<file path="config.mk">
export PLATFORM = sky130hd
export DESIGN_NAME = quant_mb_sched
export DESIGN_NICKNAME = d
export VERILOG_FILES = /design/src/rtl/quant_sched_pkg.sv /design/src/rtl/quant_sched_wdog.sv /design/src/rtl/quant_mb_sched.sv
export SDC_FILE = /design/constraint.sdc
export NUM_CORES = 1
export LEC_CHECK = 0
export ABC_AREA = 1
export BUFFER_PORTS_ARGS = -buffer_cell sky130_fd_sc_hd__buf_4
export CAP_MARGIN = 10
export CORE_MARGIN = 5
export CORE_UTILIZATION = 39
export DETAILED_ROUTE_END_ITERATION = 12
export PLACE_DENSITY = 0.6
export SLEW_MARGIN = 10
export SYNTH_ARGS = -nofsm -noshare
export SYNTH_HDL_FRONTEND = slang
export SYNTH_SLANG_ARGS = --single-unit
</file>
<file path="constraint.sdc">
create_clock -name clk -period 1.4 [get_ports clk]
set_input_delay 0 -clock clk [delete_from_list [all_inputs] [get_ports clk]]
set_output_delay 0 -clock clk [all_outputs]
set_load 0.02 [all_outputs]
</file>
<file path="src/rtl/quant_sched_pkg.sv">
// Shared types and constants for the macroblock quantizer scheduler:
// FSM state encoding, quantizer matrix selects, block-count constants and
// the block-index helpers used to walk a macroblock.
package quant_sched_pkg;

  typedef enum logic [2:0] {
    ST_IDLE,
    ST_FETCH,
    ST_QUANT,
    ST_WAIT,
    ST_WRITE,
    ST_DONE
  } state_t;

  localparam logic [1:0] Q_SEL_Y1 = 2'd0;
  localparam logic [1:0] Q_SEL_Y2 = 2'd1;
  localparam logic [1:0] Q_SEL_UV = 2'd2;

  localparam int NUM_Y  = 16;
  localparam int NUM_UV = 8;

  localparam logic [4:0] IDX_Y2   = 5'd24;
  localparam logic [4:0] IDX_LAST = 5'(NUM_Y + NUM_UV - 1);

  // Matrix select implied by a block index: 0..15 luma, 16..23 chroma, 24 Y2.
  function automatic logic [1:0] idx_to_sel(input logic [4:0] idx);
    if (idx == IDX_Y2) begin
      return Q_SEL_Y2;
    end else if (idx < 5'(NUM_Y)) begin
      return Q_SEL_Y1;
    end else begin
      return Q_SEL_UV;
    end
  endfunction

  // Successor in the walk order; the Y2 block (when present) is followed by block 0.
  function automatic logic [4:0] next_idx(input logic [4:0] idx);
    if (idx == IDX_Y2) begin
      return 5'd0;
    end else begin
      return idx + 5'd1;
    end
  endfunction

endpackage

</file>
<file path="src/rtl/quant_sched_wdog.sv">
// Quantizer-done watchdog: loadable down-counter with clear. Loaded with
// WD_MAX-1 when the quantizer is started, counts while enabled, and flags
// expiry during the enabled cycle in which it has reached zero, so the
// enabled window lasts WD_MAX cycles before expiry ends it.
module quant_sched_wdog #(
  parameter int WD_MAX = 15
) (
  input  logic clk,
  input  logic rst,
  input  logic clr_i,
  input  logic load_i,
  input  logic en_i,
  output logic expire_o
);

  localparam int CNT_W = (WD_MAX > 2) ? $clog2(WD_MAX) : 1;
  localparam logic [CNT_W-1:0] LOAD_VAL = CNT_W'(WD_MAX - 1);
  localparam logic [CNT_W-1:0] CNT_ONE  = CNT_W'(1);

  logic [CNT_W-1:0] cnt_q;
  logic [CNT_W-1:0] cnt_d;

  // Next count: clear dominates load, load dominates decrement; saturate at zero.
  always_comb begin
    cnt_d = cnt_q;
    if (clr_i) begin
      cnt_d = '0;
    end else if (load_i) begin
      cnt_d = LOAD_VAL;
    end else if (en_i && (cnt_q != '0)) begin
      cnt_d = cnt_q - CNT_ONE;
    end
  end

  // Counter register.
  always_ff @(posedge clk) begin
    if (rst) begin
      cnt_q <= '0;
    end else begin
      cnt_q <= cnt_d;
    end
  end

  assign expire_o = en_i && (cnt_q == '0);

endmodule

</file>
<file path="src/rtl/quant_mb_sched.sv">
// Macroblock scheduler for the shared 4x4 quantizer. Walks the 24 (or 25)
// transform blocks of a macroblock through FETCH/QUANT/WAIT/WRITE, selects
// the quantizer matrix per block, guards the quantizer with a watchdog and
// collects the per-block non-zero flags into nz_mask.
// Build option: define QUANT_Y2_EN to sequence the Y2 DC block (index 24,
// matrix select 1) ahead of the luma blocks and make nz_mask[24] live.
module quant_mb_sched
  import quant_sched_pkg::*;
#(
  parameter int WD_MAX = 15
) (
  input  logic        clk,
  input  logic        rst,
  input  logic        mb_start,
  output logic        mb_busy,
  output logic        mb_done,
  output logic [24:0] nz_mask,
  output logic        err,
  output logic        blk_req,
  output logic [4:0]  blk_idx,
  input  logic        blk_vld,
  output logic        q_start,
  output logic [1:0]  q_sel,
  input  logic        q_done,
  input  logic        q_nz,
  output logic        out_wr,
  input  logic        out_rdy
);

`ifdef QUANT_Y2_EN
  localparam logic [4:0] FIRST_IDX = IDX_Y2;
`else
  localparam logic [4:0] FIRST_IDX = 5'd0;
`endif

  state_t      state_q, state_d;
  logic [4:0]  idx_q, idx_d;
  logic [1:0]  sel_q, sel_d;
  logic [24:0] mask_q, mask_d;
  logic        err_q, err_d;

  logic busy_q, done_q, req_q, qstart_q, wr_q;

  logic wd_clr, wd_load, wd_en, wd_expire;

  // The watchdog is armed on the single QUANT cycle and runs only in WAIT.
  assign wd_clr  = (state_q == ST_IDLE);
  assign wd_load = (state_q == ST_QUANT);
  assign wd_en   = (state_q == ST_WAIT);

  quant_sched_wdog #(
    .WD_MAX (WD_MAX)
  ) u_wdog (
    .clk      (clk),
    .rst      (rst),
    .clr_i    (wd_clr),
    .load_i   (wd_load),
    .en_i     (wd_en),
    .expire_o (wd_expire)
  );

  // Next-state, block index/select, mask and error update.
  always_comb begin
    state_d = state_q;
    idx_d   = idx_q;
    sel_d   = sel_q;
    mask_d  = mask_q;
    err_d   = err_q;
    case (state_q)
      ST_IDLE: begin
        if (mb_start) begin
          state_d = ST_FETCH;
          idx_d   = FIRST_IDX;
          sel_d   = idx_to_sel(FIRST_IDX);
          mask_d  = '0;
          err_d   = 1'b0;
        end
      end
      ST_FETCH: begin
        if (blk_vld) begin
          state_d = ST_QUANT;
        end
      end
      ST_QUANT: begin
        state_d = ST_WAIT;
      end
      ST_WAIT: begin
        if (q_done) begin
          mask_d[idx_q] = q_nz;
          state_d       = ST_WRITE;
        end else if (wd_expire) begin
          // Block is abandoned with its mask bit left clear.
          err_d   = 1'b1;
          state_d = ST_WRITE;
        end
      end
      ST_WRITE: begin
        if (out_rdy) begin
          if (idx_q == IDX_LAST) begin
            state_d = ST_DONE;
          end else begin
            state_d = ST_FETCH;
            idx_d   = next_idx(idx_q);
            sel_d   = idx_to_sel(next_idx(idx_q));
          end
        end
      end
      ST_DONE: begin
        state_d = ST_IDLE;
      end
      default: begin
        state_d = ST_IDLE;
      end
    endcase
`ifndef QUANT_Y2_EN
    mask_d[IDX_Y2] = 1'b0;
`endif
  end

  // State, datapath-control registers and strobes decoded from the next state,
  // so every output comes straight from a flop.
  always_ff @(posedge clk) begin
    if (rst) begin
      state_q  <= ST_IDLE;
      idx_q    <= '0;
      sel_q    <= Q_SEL_Y1;
      mask_q   <= '0;
      err_q    <= 1'b0;
      busy_q   <= 1'b0;
      done_q   <= 1'b0;
      req_q    <= 1'b0;
      qstart_q <= 1'b0;
      wr_q     <= 1'b0;
    end else begin
      state_q  <= state_d;
      idx_q    <= idx_d;
      sel_q    <= sel_d;
      mask_q   <= mask_d;
      err_q    <= err_d;
      busy_q   <= (state_d != ST_IDLE);
      done_q   <= (state_d == ST_DONE);
      req_q    <= (state_d == ST_FETCH);
      qstart_q <= (state_d == ST_QUANT);
      wr_q     <= (state_d == ST_WRITE);
    end
  end

  assign mb_busy = busy_q;
  assign mb_done = done_q;
  assign nz_mask = mask_q;
  assign err     = err_q;
  assign blk_req = req_q;
  assign blk_idx = idx_q;
  assign q_start = qstart_q;
  assign q_sel   = sel_q;
  assign out_wr  = wr_q;

endmodule

</file>
# Word-level counts from Yosys, hierarchy flattened
# Index checks and enable logic that the tools add are counted.
dict set report classes {
  addsub 2
  magnitude_cmp 3
  eq_ne 17
  n_mux 31
  n_reduce_logical 15
}
# op count
set ops {}
lappend ops {{2-to-1 mux 24 bit} 2}
lappend ops {{case mux 24 bit (2 select lines)} 1}
lappend ops {{bitwise mux 25 bit} 1}
lappend ops {{2-to-1 mux 5 bit} 5}
lappend ops {{2-to-1 mux 3 bit} 6}
lappend ops {{equality test 5 bit, second input constant} 3}
lappend ops {{case mux 3 bit (5 select lines)} 1}
lappend ops {{!= test 2 bit, second input constant} 6}
lappend ops {{2-to-1 mux 2 bit} 5}
lappend ops {{case mux 5 bit (2 select lines)} 1}
lappend ops {{equality test 3 x 2 -> 1 bit, second input constant} 3}
lappend ops {{equality test 3 bit, second input constant} 3}
lappend ops {{2-to-1 mux 4 bit} 2}
lappend ops {{AND reduction 4 bit} 2}
lappend ops {{equality test 3 x 1 -> 1 bit, second input constant} 2}
lappend ops {{less-than comparator 5 x 6 -> 1 bit, second input constant} 1}
lappend ops {{nonzero test 2 bit} 3}
lappend ops {{adder 5 x 1 -> 5 bit, second input constant} 1}
lappend ops {{demux 1 bit (select 5 bit)} 1}
lappend ops {{>= comparator 5 x 1 -> 1 bit, second input constant} 1}
lappend ops {{less-than comparator 5 bit, second input constant} 1}
lappend ops {{logical NOT 4 bit} 1}
lappend ops {{2-to-1 mux 1 bit} 4}
lappend ops {{case mux 2 bit (2 select lines)} 1}
lappend ops {{other kinds (9)} 11}
dict set report word_totals {
  regBits 44
  inputBits 7
  out_inout_bits 38
}

# Depth between registers and ports, before layout
dict set report depth {
  ltp_word 11
  ltp_mapped 12
}

# Cells and area by module
# Synthesis repeated with hierarchy kept, for this count alone.
dict set report unflattened {
  hier_cells 362
  area_unflattened_um2 2536.2
}
# mod n_inst cells_per_inst area_each_um2
set by_module_without_submodules {}
lappend by_module_without_submodules {quant_mb_sched 1 325 2294.7}
lappend by_module_without_submodules {quant_sched_wdog 1 37 241.5}

# Worst setup path before layout
# No wires, ideal clock.
dict set report synth_timing {
  path_type {reg2reg}
  start {register idx_q[1] (netlist: blk_idx[1])}
  end {register idx_q[2] (netlist: blk_idx[2])}
  arrival_time_ns 1.401
  required_time_ns 1.272
  slack_ns -0.129
  path_stages_with_launch 9
  path_buffers 0
  path_cell_list {dfxtp_1 -> ha_1 -> nand2_1 -> inv_1 -> nand3_1 -> nand3_2 -> inv_1 -> o21ai_0 -> nor2_1}
}
dict set report synth_via {
  elab_chain_cells 5
  word_cells_on_any_way 9
}
# item line_no
set synth_rtl {}
lappend synth_rtl {{from (decl)} quant_mb_sched.sv:37} ;# logic [4:0] idx_q, idx_d;
lappend synth_rtl {{from (signal assigned)} quant_mb_sched.sv:136} ;# idx_q <= idx_d;
lappend synth_rtl {{adder 5 x 1 -> 5 bit / equality test 5 bit (equally long branches)} {quant_sched_pkg.sv:41, quant_sched_pkg.sv:38}}
lappend synth_rtl {{2-to-1 mux 5 bit} quant_sched_pkg.sv:38} ;# if (idx == IDX_Y2) begin
lappend synth_rtl {{2-to-1 mux 5 bit (2 in series)} --}
lappend synth_rtl {{case mux 5 bit (2 select lines)} quant_mb_sched.sv:69} ;# case (state_q)
# Several ways; a longest one is shown, not always the timed one. The select of a mux whose other input is x is not followed.
# A chain may end at the register's enable or synchronous reset.

# Worst setup path after layout
dict set report layout_timing {
  start {register state_q[2]}
  end {register mask_q[6] (netlist: nz_mask[6])}
}
dict set report layout_via {
  elab_chain_cells 3
  word_cells_on_any_way 7
}
# item line_no
set layout_rtl {}
lappend layout_rtl {{from (decl)} quant_mb_sched.sv:36} ;# state_t state_q, state_d;
lappend layout_rtl {{from (signal assigned)} quant_mb_sched.sv:135} ;# state_q <= state_d;
lappend layout_rtl {{equality test 3 x 2 -> 1 bit / logical NOT 3 bit (equally long branches)} quant_mb_sched.sv:69}
lappend layout_rtl {{!= test 2 bit (no source line) / nonzero test 2 bit (equally long branches)} --}
lappend layout_rtl {{AND reduction 3 bit (no source line)} --}
lappend layout_rtl {{to (signal assigned)} quant_mb_sched.sv:138} ;# mask_q <= mask_d;
lappend layout_rtl {{to (decl)} quant_mb_sched.sv:39} ;# logic [24:0] mask_q, mask_d;
# Several ways; a longest one is shown, not always the timed one.

==> impl_summary.md <==
Detailed routing
The detailed router placed 2509 vias in this run. The DRC violations left is 0. The detail route stage leaves a number of antenna-violating nets equal to 0.

Summed over all layers, the routed wires come to 7.03 mm. The ratio of routed vias to standard cells is 5.06. Dividing the detail-routed wire length by the instance count gives 14.2 um. The iteration-0 DRC count of the detailed router is 171. The iteration count of the initial detailed-routing pass is 4.

Pwr
Power spread over the standard cell area amounts to 743 mW/mm2. The worst-case IR drop observed on VDD is 0.000471 V. The analysis attributes to cell leakage a power of 1.53 nW.

Floorplanning
Measured along the y axis, the die boundary spans 87.0 um. The full die area is 0.00758 mm2. 45 I/O pins were placed. In this run the standard cell core region covers 0.00585 mm2. The initial utilization of the core area, before any placement, comes to 39.6%. The die extent in x is 87.0 um. The initialized floorplan defines 28 standard-cell rows.

Logic synthesis
The average cell area after synthesis is 6.95 um2. The number of distinct library cells after synthesis is 27. The mapped cell area is 0.00231 mm2.

By count the netlist is led by nand2_1 (69), dfxtp_1 (44), nor2_1 (42). The net count after synthesis is 346. Of the post-synthesis cell area, the dominant cell type holds 38.1%.

The number of enable-type register cells in the synthesized netlist is 0. The largest area contributor in the synthesized netlist is dfxtp_1. The synthesized design contains 44 register bits. By area the synthesized netlist is led by dfxtp_1 (38%), nand2_1 (11%), o21ai_0 (7.1%). The most used flip-flop cell after synthesis is dfxtp_1. Yosys instantiated no cell more often than nand2_1.

The post-synthesis sequential area ratio is 38.1%. Synthesis produced a netlist whose cell count is 333. After synthesis, the share of flip-flops with an asynchronous set or reset is 0%. The Yosys step of the flow raised 0 warnings.

Setup path
The critical path goes through inv_2 > buf_6 > nand3_4 > clkinv_4 > nand2_8 > nand2_8 > clkbuf_16 > o21ai_0 > nand2_1 > a21oi_1. The critical path start-end classification is reg2reg. The type of origin of the critical path is a register.

At the worst endpoint, the required time is 1630 ps. The highest-delay cell along the critical path is dfxtp_2. The maximum net fanout on the critical path is 6. Data on the critical path arrives at its endpoint at 1640 ps. The endpoint class of the critical path is a register. The cell repeated most along the worst path is nand2_8. The longest individual stage delay on the worst path is 330 ps.

Timing
The worst path uses 101% of the clock period. The final-report hold violation count is 0. The maximum operating frequency is 708 MHz. After layout, the worst setup slack is -12.7 ps. The worst clock skew is 5.86 ps.

The hold slack is 87.2 ps. The number of slew-limit violations in the final report was 0. Setup repair after global routing could not meet its margin everywhere.

The final setup violation count is 2. Subtracting the final worst setup slack from the clock period gives 1410 ps.

Global route
For this run, global-route usage on met1 was measured as 19.8%. Across every metal layer, demand over resource in global routing totals 16.5%. The busiest layer in global routing is met2. Global routing consumed, on the met2 layer, 27.9% of the routing resources. The first global-routing pass estimated 10.0 mm of wire.

For this run, global-route usage on met3 was measured as 4.35%. Entering global routing, the biggest net connects 36 pins. The initial antenna violation count is 0. Global routing finished with a remaining overflow of 0. The via count of the first global-routing pass is 2243.

Layout
Summing all multi-input logic gate instances after layout gives 0.00144 mm2. The repair_antennas step left the layout with diodes totalling 0. The core occupancy in the finished layout is 60.1%. The total area of sequential cells is 898 um2. The number of fill cells is 526.

The final cell area excluding filler cells is 0.00352 mm2. The final net count is 434. The area growth from synthesis to layout is 52.0%. The fraction of layout cells with a size suffix above 1 is 42.5%. Excluding fillers, the count of instances in the completed layout stands at 496.

Placed design
Once detailed placement completed, the half-perimeter wirelength came to 4.28 mm. The number of placed instances, taps included is 468. At the placement stage, the worst setup path has a slack of -52.9 ps. Once placement finished, the instance area stood at 0.00290 mm2. The congestion estimate from routability-driven global placement came to 0.872. The number of buffers inserted by port buffering is 43.

Clocking
The number of buffers on the longest clock path is 2. In this run the number of H-tree levels came out at 2. The clock tree root buffer cell is clkbuf_8. TritonCTS built the clock tree. At the later pin of the worst-skew pair, clock insertion delay measures 300 ps. The clock transition at the registers of the reported paths is 80 ps. The TritonCTS sink count is 44. In this run, CTS created clock tree buffers numbering 5.

Status
The run finished, with violations left. The final reports fail on negative setup slack.

Hold path
The worst hold path belongs to the class in2reg.

Job
The tool flagged a number of max-cap violations equal to 0.
[placed cells by master (no fill, tap or decap), types with 2 or more instances in the layout]
cell            n
a21oi_1        23
a21oi_2         8
buf_12          3
buf_4          81
buf_6           4
clkbuf_16       5
clkbuf_8        5
dfxtp_1        34
dfxtp_2         8
dfxtp_4         2
dlygate4sd3_1   2
ha_1            3
ha_4            3
inv_1          29
inv_2           8
nand2_1        61
nand2_2         6
nand2_4         3
nand2_8         2
nand3_1        19
nand3_2        14
nand3_4         4
nand3b_1        2
nand4_1         6
nor2_1         31
nor2_2          8
nor2_4          4
nor3_1          2
o21ai_0        21
o21ai_1         7
o21ai_2         6
[registers in the layout (all words and copies together) (netlist names)]
register / flops
u_wdog.cnt_q: 4
out_wr: 1
err: 1
q_start: 1
state_q: 3
q_sel: 2
blk_idx: 5
blk_req: 1
nz_mask: 24
mb_busy: 1
mb_done: 1
[metrics by stage]
step	power [mW]	TNS (ps)
finish	2.61	-13.4
global route	2.74	-1240
CTS	2.47	0
detailed placement	1.69	-190
global placement	1.69	-39.1
floorplan	1.58	-21.0
[cell families (layout without fill, tap and decap cells)]
kind of cell / Yosys count / after routing / synth area share [%]
AND/OR/NAND/NOR: 162 / 163 / 32.6
buffers and inverters: 54 / 141 / 11.5
other: 1 / 1 / 0.162
adder cells (fa/ha/maj): 6 / 6 / 3.24
AO/OA/AOI/OAI: 66 / 66 / 14.4
flip-flops: 44 / 44 / 38.1
[critical path: cells and delay by family, from the launching register on]
family	cells	cell delay (ps)
AO/OA/AOI/OAI	2	210
buffers and inverters	4	420
flip-flops	1	330
AND/OR/NAND/NOR	4	380
[where the power goes]
| group | internal, mW | switching [mW] | total, mW | leakage [nW] |
|---|---|---|---|---|
| logic | 0.253 | 0.295 | 0.549 | 1.13 |
| clock network | 0.340 | 0.434 | 0.774 | 0.0410 |
| registers | 1.27 | 0.0205 | 1.29 | 0.361 |
| total | 1.86 | 0.750 | 2.61 | 1.53 |
[worst paths after layout]
| kind | start | endpoint | slack, ps | cells after the start |
|---|---|---|---|---|
| setup reg to reg | state_q[2] | nz_mask[6] | -10 | 10 |
| setup / recovery | state_q[2] | nz_mask[6] | -10 | 10 |
| hold reg to reg | nz_mask[5] | nz_mask[5] | 460 | 2 |
| hold / removal | out_rdy | out_wr | 90 | 4 |
[final cells by class]
cell class / instances / area share (%)
clock inverter: 1 / 0.142
clock buffer: 6 / 2.06
inverter: 39 / 4.37
tap: 75 / 2.67
timing repair buffer: 95 / 24.4
multi-input combinational: 236 / 40.8
sequential: 44 / 25.5
[repair_timing]
item | 4_1_cts | 5_1_grt
endpoints found under the setup margin | 10 | 42
pin swaps | 1 | 28
gates resized for setup | 9 | 85
gates cloned | 0 | 7
hold endpoints to repair | 2 | 0
setup buffers | 0 | 12
hold buffers | 2 | 0
[metal layers]
metal | wire [um] | up-vias
met5 | 0 | -
met4 | 118 | 0
met3 | 454 | 14
met2 | 3550 | 80
met1 | 2900 | 1159
li1 | - | 1256
Note: power is estimated with default switching activity, not from simulation.
